**src/rtl/pool2_maxpool_write.sv**
```systemverilog
// pool2_maxpool_write: 2x2 signed max-pool of conv2 reads, written sequentially into the 4x4 pool2 memory.
// Define POOL2_RELU_EN to clamp negative maxima to zero before the write (fused ReLU).
module pool2_maxpool_write #(
  parameter int DATA_W = 16,
  parameter int RD_LAT = 1,
  parameter int N_WIN  = 16,
  parameter int WA_W   = 4
) (
  input  logic                     clk,
  input  logic                     reset,
  input  logic                     enable,
  input  logic                     in_valid,
  input  logic signed [DATA_W-1:0] din0,
  input  logic signed [DATA_W-1:0] din1,
  input  logic signed [DATA_W-1:0] din2,
  input  logic signed [DATA_W-1:0] din3,
  output logic                     wr_en,
  output logic [WA_W-1:0]          wr_addr,
  output logic signed [DATA_W-1:0] wr_data,
  output logic                     busy,
  output logic                     done
);
  localparam int AC_W = $clog2(N_WIN + 1);
  typedef enum logic [1:0] {IDLE, RUN, DRAIN, DONE} state_t;
  state_t state;
  logic [AC_W-1:0] acc_cnt;
  logic [RD_LAT-1:0] vp;
  logic s1_v, acc, last_wr;
  logic signed [DATA_W-1:0] m01, m23, mx, res;
  assign acc     = in_valid && enable && state == RUN && acc_cnt < AC_W'(N_WIN);
  assign last_wr = wr_en && wr_addr == WA_W'(N_WIN - 1);
  assign mx      = m01 > m23 ? m01 : m23;
`ifdef POOL2_RELU_EN
  assign res = mx[DATA_W-1] ? '0 : mx;
`else
  assign res = mx;
`endif
  assign busy = state == RUN || state == DRAIN;
  assign done = state == DONE;
  always_ff @(posedge clk or posedge reset) begin
    if (reset) begin
      state   <= IDLE;
      acc_cnt <= '0;
      vp      <= '0;
      s1_v    <= 1'b0;
      m01     <= '0;
      m23     <= '0;
      wr_en   <= 1'b0;
      wr_addr <= '0;
      wr_data <= '0;
    end else begin
      state <= state == IDLE && enable ? RUN :
               state == RUN && acc_cnt == AC_W'(N_WIN) ? DRAIN :
               state == DRAIN && last_wr ? DONE : state;
      if (acc) acc_cnt <= acc_cnt + 1'b1;
      for (int i = RD_LAT - 1; i > 0; i--) vp[i] <= vp[i-1];
      vp[0] <= acc;
      s1_v  <= vp[RD_LAT-1];
      m01   <= din0 > din1 ? din0 : din1;
      m23   <= din2 > din3 ? din2 : din3;
      wr_en <= s1_v && busy;
      if (s1_v) wr_data <= res;
      // write index saturates at the last address rather than wrapping
      if (wr_en && !last_wr) wr_addr <= wr_addr + 1'b1;
    end
  end
endmodule

```
**config.mk**
```make
export PLATFORM = sky130hd
export DESIGN_NAME = pool2_maxpool_write
export DESIGN_NICKNAME = d
export VERILOG_FILES = /design/src/rtl/pool2_maxpool_write.sv
export SDC_FILE = /design/constraint.sdc
export NUM_CORES = 1
export LEC_CHECK = 0
export ABC_AREA = 1
export CORE_AREA = 2 2 77 134
export DETAILED_ROUTE_END_ITERATION = 12
export DIE_AREA = 0 0 79 136
export PLACE_DENSITY = 0.7
export SETUP_SLACK_MARGIN = 0.3
export SLEW_MARGIN = 20
export SYNTH_ARGS = -nofsm -noshare
export SYNTH_HDL_FRONTEND = slang
export SYNTH_SLANG_ARGS = --single-unit
```
**constraint.sdc**
```tcl
create_clock -name clk -period 5.4 [get_ports clk]
set_input_delay 1.08 -clock clk [delete_from_list [all_inputs] [get_ports clk]]
set_output_delay 1.08 -clock clk [all_outputs]
set_load 0.02 [all_outputs]
```
==> results of run 1 <==
registers in the layout (all words and copies together) (netlist names), 2 cells and up:
signal,flops
m01,16
m23,16
wr_data,16
acc_cnt,5
wr_addr,4
state,2
cell usage after synthesis, types with 4 or more instances:
library cell / number
nand2_4: 11
nand2_1: 105
a21o_1: 5
ha_1: 55
buf_2: 7
nand4_1: 25
inv_1: 120
nand3_2: 12
nand3_1: 16
xor2_1: 4
o21ai_0: 17
a21oi_1: 14
o21ai_1: 19
nand2_2: 11
dfrtp_1: 62
nor2_1: 21
worst max-delay path, cell delays in order:
cell and delay (ns):
clkdlybuf4s50_1 0.49, inv_1 0.05, ha_1 0.29, a21o_1 0.20, nand3_1 0.08, a21oi_1 0.07, nor2_1 0.12, nand2_1 0.07
nand2_1 0.05, nand3_1 0.66, o21ai_0 0.50
final cells by class:
type / instances / area (um^2) / share of cell area, %
clock inverter: 3 / 42.5 / 0.772
sequential: 62 / 1550 / 28.1
tap: 125 / 156 / 2.84
inverter: 120 / 450 / 8.17
clock buffer: 13 / 260 / 4.72
multi-input combinational: 327 / 2140 / 38.9
timing repair buffer: 91 / 908 / 16.5
routing by layer:
metal	routed length, um	up-vias	track usage, %	share of wire (%)
li1	-	1823	-	-
met1	3350	1655	18.7	36
met2	5350	89	36.4	58
met3	288	20	2.19	3.1
met4	263	0	9.29	2.8
met5	0	-	0	0
worst min path at each step:
stage	startpoint	end	slack, ns	cells after the start
2_1_floorplan	vp$_DFF_PP0_	s1_v$_DFF_PP0_	0.33	0
3_3_place_gp	vp$_DFF_PP0_	s1_v$_DFF_PP0_	0.34	0
3_5_place_dp	vp$_DFF_PP0_	s1_v$_DFF_PP0_	0.34	0
4_1_cts	vp$_DFF_PP0_	s1_v$_DFF_PP0_	0.35	0
5_1_grt	vp$_DFF_PP0_	s1_v$_DFF_PP0_	0.36	0
6_report	vp$_DFF_PP0_	s1_v$_DFF_PP0_	0.35	0
power by group through the flow:
stage / clock, mW / sequential, mW / combinational (mW)
2_1_floorplan: 0 / 0.518 / 0.319
3_3_place_gp: 0 / 0.531 / 0.397
3_5_place_dp: 0 / 0.532 / 0.415
4_1_cts: 0.582 / 0.525 / 0.418
5_1_grt: 0.599 / 0.527 / 0.471
6_report: 0.571 / 0.525 / 0.417
per-stage QoR:
step / hold slack (ns) / util (%) / area, um^2 / power, mW / std cells
global placement: 0.340 / 53.5 / 5210 / 0.928 / 725
detailed placement: 0.336 / 53.5 / 5210 / 0.947 / 725
floorplan: 0.331 / - / 4230 / 0.838 / 522
global route: 0.364 / 56.6 / 5510 / 1.60 / 741
finish: 0.348 / 56.6 / 5510 / 1.51 / 741
CTS: 0.348 / 56.6 / 5510 / 1.52 / 741
cell families after synthesis:
kind of cell / share of synthesized area [%]
fa+ha+maj: 16.3
flops: 36.7
compound gates: 8.13
simple gates: 25.2
xor+xnor: 1.04
buf+inv: 12.7
==> insert_results.sql, run 1 <==
INSERT INTO impl_metrics (metric_group, metric, value, unit) VALUES
('die', 'design.die.area', '0.0107', 'mm^2'),
('sta', 'tightestPinTransition', '0.975', 'ns'),
('clocking', 'clk_pin_slew', '0.05', 'ns'),
('setup_path', 'worst-r2r-cell-count', '10', ''),
('worst_hold_path', 'worst_hold_check_path_type', 'reg -> reg', ''),
('logic_synthesis', 'sequential_fraction_of_the_synthesis_area', '36.7', '%'),
('clocking', 'cts_setup_buffers', '0', ''),
('finish', 'antennaDiodeCount', '0', ''),
('sta', 'finalMaxSlewViolations', '0', ''),
('clocking', 'ctsHoldBuffers', '0', ''),
('drt', 'num_vias', '3587', ''),
('die', 'ios', '91', ''),
('run_status', 'status', 'finished clean', ''),
('clocking', 'insertion_delay', '0.33', 'ns'),
('clocking', 'clock_tree_from_tritoncts', 'done', ''),
('place', 'placed_wire_length_estimate_after_detailed_placement', '7.73', 'mm'),
('die', 'fp.dieW', '79', 'um'),
('setup_path', 'worst_ep_required_time', '5.60', 'ns'),
('pwr', 'ir_drop', '197', 'uV'),
('pwr', 'combPwrFrac', '27.5', '%'),
('sta', 'final.period_utilization', '64.0', '%'),
('finish', 'layout_common_cells', '119 x inv_1, 105 x nand2_1, 90 x clkdlybuf4s50_1, 62 x dfrtp_1, 55 x ha_1', ''),
('setup_path', 'reg2reg_slack', '2.99', 'ns'),
('logic_synthesis', 'yosys.cell_types.count', '31', ''),
('setup_path', 'worst_setup_path_start_kind', 'primary input', ''),
('global_routing', 'total_global_route_track_usage', '18.6', '%'),
('finish', 'mostFrequentLayoutCell', 'inv_1', ''),
('pwr', 'clock_power_share', '37.8', '%'),
('logic_synthesis', 'synth.avg_cell_area', '8.10', 'um^2'),
('place', 'preCtsSetupSlack', '1.60', 'ns'),
('logic_synthesis', 'postSynth.asyncResetShare', '100', '%'),
('drt', 'ant_nets', '0', ''),
('setup_path', 'critical_path_class', 'in -> reg', ''),
('setup_path', 'critical_path_peak_fanout', '32', ''),
('finish', 'area_growth', '30.3', '%'),
('setup_path', 'crit_start', 'din1[9]', ''),
('sta', 'setup_viol_count_final', '0', ''),
('drt', 'detailedRoute.firstIterationViolations', '149', ''),
('clocking', 'cts_buffers', '9', ''),
('logic_synthesis', 'syn-num-nets', '645', ''),
('finish', 'drive_gt1_share', '8.60', '%'),
('sta', 'skew', '0.00500', 'ns'),
('setup_path', 'critical_path.reg2reg.startpoint', 'm23[15]$_DFF_PP0_', ''),
('global_routing', 'grt_pass1_vias', '3642', ''),
('logic_synthesis', 'synth_area_leaders', 'dfrtp_1 37%, ha_1 16%, inv_1 11%, nand2_1 9.3%, nand4_1 3.7%', ''),
('logic_synthesis', 'yosys_warnings', '0', ''),
('sta', 'final-hold-violation-count', '0', ''),
('die', 'die_y', '136', 'um'),
('place', 'rd_place_congestion', '0.875', ''),
('pwr', 'intPower', '1.05', 'mW'),
('logic_synthesis', 'syn_inst', '522', ''),
('sta', 'setup_ws', '1.94', 'ns'),
('flow_run', 'drv.max_cap_violation_count', '0', ''),
('global_routing', 'grt_pass1_wl', '15.8', 'mm'),
('sta', 'max_freq', '0.289', 'GHz'),
('sta', 'timing.slew.headroom', '34.8', '%'),
('setup_path', 'timing.critical_path.to_type', 'flip-flop', ''),
('global_routing', 'grt_max_degree', '63', ''),
('pwr', 'power_per_cell_area', '274', 'mW/mm^2'),
('clocking', 'clkSinkCount', '62', ''),
('clocking', 'cts_max_level', '3', ''),
('pwr', 'sequentialPowerShare', '34.7', '%'),
('global_routing', 'grt_remaining_overflow', '0', ''),
('die', 'area_of_the_core', '0.00973', 'mm^2'),
('sta', 'setup_tns', '0', 'ns'),
('pwr', 'p_sw', '0.466', 'mW'),
('logic_synthesis', 'synth-seq-cells', '62', ''),
('drt', 'detail_route.wirelength', '9.25', 'mm'),
('clocking', 'clock-root-buffer', 'clkbuf_16', ''),
('die', 'row_count', '48', ''),
('logic_synthesis', 'syn_area', '0.00423', 'mm^2');
Note: power is estimated with default switching activity, not from simulation.
==> run 2: changes to the inputs <==
--- a/config.mk
+++ b/config.mk
@@ -9,7 +9,7 @@
 export CORE_AREA = 2 2 77 134
 export DETAILED_ROUTE_END_ITERATION = 12
 export DIE_AREA = 0 0 79 136
-export PLACE_DENSITY = 0.7
+export PLACE_DENSITY = 0.73
 export SETUP_SLACK_MARGIN = 0.3
 export SLEW_MARGIN = 20
 export SYNTH_ARGS = -nofsm -noshare
==> constraint.sdc (replaced) <==
create_clock -name clk -period 3 [get_ports clk]
set_input_delay 0.6 -clock clk [delete_from_list [all_inputs] [get_ports clk]]
set_output_delay 0.6 -clock clk [all_outputs]
set_load 0.02 [all_outputs]
==> insert_results.sql, run 2 (synthesized netlist as in run 1, its figures left out) <==
INSERT INTO impl_metrics (metric_group, metric, value, unit) VALUES
('run_status', 'status', 'finished clean', ''),
('die', 'ios', '91', ''),
('setup_path', 'critical_path_class', 'reg -> reg', ''),
('drt', 'detailedRoute.firstIterationViolations', '147', ''),
('finish', 'drive_gt1_share', '9.37', '%'),
('clocking', 'cts_setup_buffers', '0', ''),
('drt', 'wl_per_cell', '12.2', 'um'),
('clocking', 'cts_max_level', '3', ''),
('finish', 'filler_cell_count', '888', ''),
('sta', 'max_freq', '0.420', 'GHz'),
('sta', 'final-hold-violation-count', '0', ''),
('setup_path', 'worst_ep_required_time', '3.21', 'ns'),
('setup_path', 'worst-r2r-cell-count', '10', ''),
('worst_hold_path', 'worst_hold_check_path_type', 'reg -> reg', ''),
('die', 'die_y', '136', 'um'),
('finish', 'design_area', '0.00555', 'mm^2'),
('die', 'design.die.area', '0.0107', 'mm^2'),
('finish', 'layout_common_cells', '119 x inv_1, 105 x nand2_1, 90 x clkdlybuf4s50_1, 62 x dfrtp_1, 55 x ha_1', ''),
('finish', 'area_growth', '31.1', '%'),
('drt', 'ant_nets', '0', ''),
('pwr', 'ir_drop', '407', 'uV'),
('global_routing', 'grt_remaining_overflow', '0', ''),
('place', 'detailed_place.area', '0.00524', 'mm^2'),
('finish', 'layout.nets', '738', ''),
('setup_path', 'path_cells', 'inv_1, ha_1, a21oi_1, o21ai_1, a21oi_2, nand3_2, nand3_4, nand2_1, nand3_1, nand2_1', ''),
('sta', 'grt_setup_unrepaired', 'false', ''),
('setup_path', 'worst_path_largest_cell_delay', '0.45', 'ns'),
('sta', 'skew', '0.00570', 'ns'),
('finish', 'antennaDiodeCount', '0', ''),
('setup_path', 'crit_start', 'm23[15]$_DFF_PP0_', ''),
('drt', 'num_vias', '3577', ''),
('global_routing', 'grt_pass1_vias', '3669', ''),
('die', 'floorplan.initialDensity', '43.5', '%'),
('global_routing', 'grt_pass1_wl', '15.5', 'mm'),
('finish', 'top_regs', 'm01 x16, m23 x16, wr_data x16', ''),
('sta', 'finalWorstPathRequiredPeriod', '2.38', 'ns'),
('drt', 'drc_violations', '0', ''),
('finish', 'mostFrequentLayoutCell', 'inv_1', ''),
('clocking', 'clock_path_buffers', '2', ''),
('global_routing', 'antenna_found_initial', '0', ''),
('setup_path', 'reg2reg_slack', '0.62', 'ns'),
('clocking', 'clk_pin_slew', '0.05', 'ns'),
('sta', 'finalMaxSlewViolations', '0', ''),
('setup_path', 'timing.critical_path.slowest_stage_cell', 'nand3_4', ''),
('setup_path', 'timing.critical_path.to_type', 'flip-flop', ''),
('place', 'portBuffers', '90', ''),
('drt', 'drt_pass1_iterations', '6', ''),
('clocking', 'ctsHoldBuffers', '0', ''),
('place', 'rd_place_congestion', '0.878', ''),
('clocking', 'post_cts.resized_instances', '0', ''),
('sta', 'timing.slew.headroom', '50.7', '%'),
('die', 'fp.dieW', '79', 'um'),
('sta', 'setup_viol_count_final', '0', ''),
('global_routing', 'grt_max_degree', '63', ''),
('global_routing', 'total_global_route_track_usage', '18.4', '%'),
('clocking', 'clock-root-buffer', 'clkbuf_16', ''),
('sta', 'tightestPinTransition', '0.739', 'ns'),
('setup_path', 'critical_path_arrival', '2.60', 'ns'),
('flow_run', 'drv.max_cap_violation_count', '0', ''),
('clocking', 'clock_tree_from_tritoncts', 'done', ''),
('clocking', 'cts_buffers', '9', ''),
('sta', 'setup_ws', '0.617', 'ns'),
('setup_path', 'critical_path_peak_fanout', '17', ''),
('pwr', 'power_per_cell_area', '492', 'mW/mm^2'),
('sta', 'final.period_utilization', '79.4', '%'),
('place', 'placed_wire_length_estimate_after_detailed_placement', '7.71', 'mm'),
('place', 'preCtsSetupSlack', '0.315', 'ns'),
('sta', 'setup_tns', '0', 'ns'),
('die', 'row_count', '48', ''),
('sta', 'holdWs', '0.358', 'ns'),
('drt', 'avgViaCountPerCell', '4.81', ''),
('setup_path', 'worst_setup_path_start_kind', 'flip-flop', ''),
('setup_path', 'critical_path.reg2reg.startpoint', 'm23[15]$_DFF_PP0_', ''),
('setup_path', 'r2r-end', 'wr_data[6]$_DFFE_PP0P_', ''),
('clocking', 'insertion_delay', '0.33', 'ns'),
('clocking', 'clkSinkCount', '62', ''),
('setup_path', 'path_common_cell', 'nand2_1', ''),
('pwr', 'fin_total_pwr', '2.73', 'mW'),
('die', 'area_of_the_core', '0.00973', 'mm^2'),
('pwr', 'p_leak', '3.00', 'nW'),
('setup_path', 'worstSetupEndpoint', 'wr_data[6]$_DFFE_PP0P_', ''),
('drt', 'detail_route.wirelength', '9.10', 'mm');
==> run 2: changes by cell type in the layout (fill, tap and decap cells not counted) <==
cell | previous run | this run
buf_4 | 1 | 5
clkbuf_1 | 2 | 0
clkbuf_8 | 2 | 3
==> run 2: worst min-delay path by stage <==
stage,from,endpoint,slack [ns],depth (start not counted)
6_report,vp$_DFF_PP0_,s1_v$_DFF_PP0_,0.36,0
5_1_grt,vp$_DFF_PP0_,s1_v$_DFF_PP0_,0.37,0
4_1_cts,vp$_DFF_PP0_,s1_v$_DFF_PP0_,0.37,0
3_5_place_dp,vp$_DFF_PP0_,s1_v$_DFF_PP0_,0.35,0
3_3_place_gp,vp$_DFF_PP0_,s1_v$_DFF_PP0_,0.35,0
2_1_floorplan,vp$_DFF_PP0_,s1_v$_DFF_PP0_,0.33,0
==> run 2: where the power goes <==
group | internal (mW) | switching, mW
clock | 0.702 | 0.331
combinational | 0.302 | 0.450
sequential | 0.901 | 0.0411
==> run 2: metal layers <==
layer  vias to the layer above  routed length (um)  track usage, %
li1                       1844                   -               -
met1                      1621                3330            17.5
met2                        89                5150            35.5
met3                        23                 370            4.58
met4                         0                 250            9.00
met5                         -                   0               0
==> run 2: final cells by class <==
cell class	count	area (um^2)	share of cell area [%]
clock inverters	3	42.5	0.767
flip-flops and latches	62	1550	28.0
multi-input cells	327	2140	38.6
repair buffers	95	938	16.9
inverters	120	450	8.12
clock buffers	12	267	4.80
well taps	125	156	2.82
==> run 2: critical path: cells and delay by family, from the launching register on <==
kind | cells | cell delay [ns]
buf+inv | 1 | 0.12
compound gates | 3 | 0.41
simple gates | 5 | 1.06
flops | 1 | 0.37
fa+ha+maj | 1 | 0.30
==> run 2: metrics by stage <==
stage	utilization (%)	std cells
3_3_place_gp	53.8	729
5_1_grt	57.0	744
2_1_floorplan	-	522
6_report	57.0	744
4_1_cts	57.0	744
3_5_place_dp	53.8	729
==> run 3: changes to the inputs <==
--- a/config.mk
+++ b/config.mk
@@ -9,7 +9,7 @@
 export CORE_AREA = 2 2 77 134
 export DETAILED_ROUTE_END_ITERATION = 12
 export DIE_AREA = 0 0 79 136
-export PLACE_DENSITY = 0.73
+export PLACE_DENSITY = 0.7
 export SETUP_SLACK_MARGIN = 0.3
 export SLEW_MARGIN = 20
 export SYNTH_ARGS = -nofsm -noshare
==> constraint.sdc (replaced) <==
create_clock -name clk -period 2.2 [get_ports clk]
set_input_delay 0.44 -clock clk [delete_from_list [all_inputs] [get_ports clk]]
set_output_delay 0.44 -clock clk [all_outputs]
set_load 0.02 [all_outputs]
==> insert_results.sql, run 3 (synthesized netlist as in run 1, its figures left out) <==
INSERT INTO impl_metrics (metric_group, metric, value, unit) VALUES
('run_status', 'status', 'finished clean', ''),
('global_routing', 'grt_remaining_overflow', '0', ''),
('place', 'preCtsSetupSlack', '-0.255', 'ns'),
('clocking', 'cts_buffers', '9', ''),
('clocking', 'ctsHoldBuffers', '0', ''),
('sta', 'setup_ws', '0.259', 'ns'),
('setup_path', 'critical_path.reg2reg.startpoint', 'm01[11]$_DFF_PP0_', ''),
('clocking', 'cts_max_level', '3', ''),
('finish', 'area.sequential', '0.00155', 'mm^2'),
('sta', 'setup_viol_count_final', '0', ''),
('clocking', 'clock_path_buffers', '2', ''),
('sta', 'timing.slew.headroom', '64.2', '%'),
('drt', 'wl_per_cell', '13.9', 'um'),
('finish', 'area_growth', '53.6', '%'),
('die', 'fp.dieW', '79', 'um'),
('global_routing', 'antenna_found_initial', '0', ''),
('worst_hold_path', 'worst_hold_check_path_type', 'reg -> reg', ''),
('sta', 'skew', '0.00427', 'ns'),
('finish', 'filler_cell_count', '771', ''),
('sta', 'final-hold-violation-count', '0', ''),
('finish', 'layout.nets', '783', ''),
('die', 'row_count', '48', ''),
('pwr', 'ir_drop', '535', 'uV'),
('pwr', 'sequentialPowerShare', '29.6', '%'),
('die', 'floorplan.initialDensity', '43.5', '%'),
('place', 'detailed_place.area', '0.00552', 'mm^2'),
('sta', 'grt_setup_unrepaired', 'true', ''),
('drt', 'num_vias', '3903', ''),
('sta', 'finalMaxSlewViolations', '0', ''),
('place', 'placed_wire_length_estimate_after_detailed_placement', '8.14', 'mm'),
('drt', 'ant_nets', '0', ''),
('finish', 'antennaDiodeCount', '0', ''),
('sta', 'tightestPinTransition', '0.536', 'ns'),
('pwr', 'intPower', '3.04', 'mW'),
('finish', 'layout_common_cells', '97 x inv_1, 92 x nand2_1, 61 x dfrtp_1, 39 x dlygate4sd2_1, 35 x buf_4', ''),
('global_routing', 'grt_pass1_wl', '17.6', 'mm'),
('drt', 'drt_pass1_iterations', '4', ''),
('sta', 'finalWorstPathRequiredPeriod', '1.94', 'ns'),
('setup_path', 'worst_ep_required_time', '2.42', 'ns'),
('finish', 'drive_gt1_share', '29.0', '%'),
('finish', 'mostFrequentLayoutCell', 'inv_1', ''),
('clocking', 'clkSinkCount', '62', ''),
('drt', 'detail_route.wirelength', '10.9', 'mm'),
('sta', 'max_freq', '0.515', 'GHz'),
('place', 'portBuffers', '90', ''),
('clocking', 'clock_tree_from_tritoncts', 'done', ''),
('global_routing', 'grt_pass1_vias', '4103', ''),
('drt', 'detailedRoute.firstIterationViolations', '238', ''),
('drt', 'drc_violations', '0', ''),
('pwr', 'power_per_cell_area', '677', 'mW/mm^2'),
('pwr', 'power_switching_share', '31.0', '%'),
('finish', 'top_regs', 'm01 x16, m23 x16, wr_data x16', ''),
('clocking', 'insertion_delay', '0.33', 'ns'),
('global_routing', 'total_global_route_track_usage', '20.6', '%'),
('sta', 'final.period_utilization', '88.2', '%'),
('pwr', 'p_leak', '3.53', 'nW'),
('flow_run', 'drv.max_cap_violation_count', '0', ''),
('die', 'area_of_the_core', '0.00973', 'mm^2'),
('setup_path', 'timing.critical_path.to_type', 'flip-flop', ''),
('place', 'rd_place_congestion', '0.812', ''),
('clocking', 'clock-root-buffer', 'clkbuf_16', ''),
('setup_path', 'worst_setup_path_start_kind', 'flip-flop', ''),
('drt', 'avgViaCountPerCell', '4.94', ''),
('sta', 'setup_tns', '0', 'ns'),
('setup_path', 'critical_path_arrival', '2.16', 'ns'),
('pwr', 'clock_power_share', '36.8', '%'),
('worst_hold_path', 'worstHoldStart', 'vp$_DFF_PP0_', ''),
('setup_path', 'critical_path_peak_fanout', '6', ''),
('die', 'ios', '91', ''),
('die', 'design.die.area', '0.0107', 'mm^2'),
('global_routing', 'grt_max_degree', '25', ''),
('setup_path', 'crit_start', 'm01[11]$_DFF_PP0_', ''),
('finish', 'design_area', '0.00650', 'mm^2'),
('setup_path', 'critical_path_class', 'reg -> reg', ''),
('pwr', 'p_sw', '1.36', 'mW'),
('die', 'die_y', '136', 'um'),
('clocking', 'clk_pin_slew', '0.05', 'ns'),
('finish', 'multi_input_comb_area', '0.00259', 'mm^2'),
('pwr', 'combPwrFrac', '33.7', '%');
run 3: changes by cell type in the layout (fill, tap and decap cells not counted), sizes merged, moves of 2 or more:
cell / before / now
clkdlybuf4s50: 90 / 25
clkinvlp: 1 / 4
dlygate4sd2: 0 / 39
bufinv: 1 / 3
buf: 5 / 49
dlymetal6s2s: 0 / 24
run 3: what timing repair did:
item | CTS | global route
cloned | 4 | 1
pin swaps | 31 | 29
setup endpoints to repair | 50 | 49
setup buffers | 3 | 3
gates resized for setup | 104 | 78
run 3: power groups by stage:
stage | Combinational (mW) | Sequential (mW) | Clock (mW)
6_report | 1.48 | 1.30 | 1.62
5_1_grt | 1.63 | 1.30 | 1.69
4_1_cts | 1.29 | 1.28 | 1.63
3_5_place_dp | 1.10 | 1.30 | 0
3_3_place_gp | 1.05 | 1.30 | 0
2_1_floorplan | 0.785 | 1.27 | 0
run 3: layout make-up:
class	instances	share of cell area [%]
clock buffers	9	3.47
inverters	120	6.99
flip-flops and latches	62	23.9
well taps	125	2.41
repair buffers	140	21.5
clock inverters	7	1.87
multi-input cells	327	39.9
run 3: metrics by stage:
step | hold slack, ns | total power, mW | util, % | cells
floorplan | 0.331 | 2.06 | - | 522
CTS | 0.370 | 4.20 | 63.6 | 786
global route | 0.380 | 4.62 | 66.8 | 790
finish | 0.362 | 4.40 | 66.8 | 790
detailed placement | 0.361 | 2.40 | 56.8 | 763
global placement | 0.344 | 2.36 | 56.8 | 763
run 3: worst paths after layout:
kind                            slack, ns  cells past startpoint                      to
worst min register to register       0.36                      0          s1_v$_DFF_PP0_
worst max register to register       0.26                     11  wr_data[6]$_DFFE_PP0P_
max in group asynchronous            1.21                      3       m01[10]$_DFF_PP0_
worst min-delay path                 0.36                      0          s1_v$_DFF_PP0_
min in group asynchronous            0.51                      2    state[0]$_DFFE_PP0P_
worst max-delay path                 0.26                     11  wr_data[6]$_DFFE_PP0P_
run 3: per-layer routing:
metal	global-route usage (%)	vias up	wire length, um
met4	9.77	0	267
met2	40.5	98	6390
li1	-	1935	-
met3	3.25	22	336
met1	20.2	1848	3950
met5	0	-	0
run 3: critical path, stage by stage, from the launching register on:
cell	delay (ns)
dfrtp_1	0.44
ha_4	0.31
nand4_1	0.16
nor3_4	0.22
nand2_2	0.11
nand2_2	0.09
nand2_4	0.06
nand3_4	0.11
buf_12	0.13
nand2_1	0.05
nand3_1	0.09
nand2_1	0.06
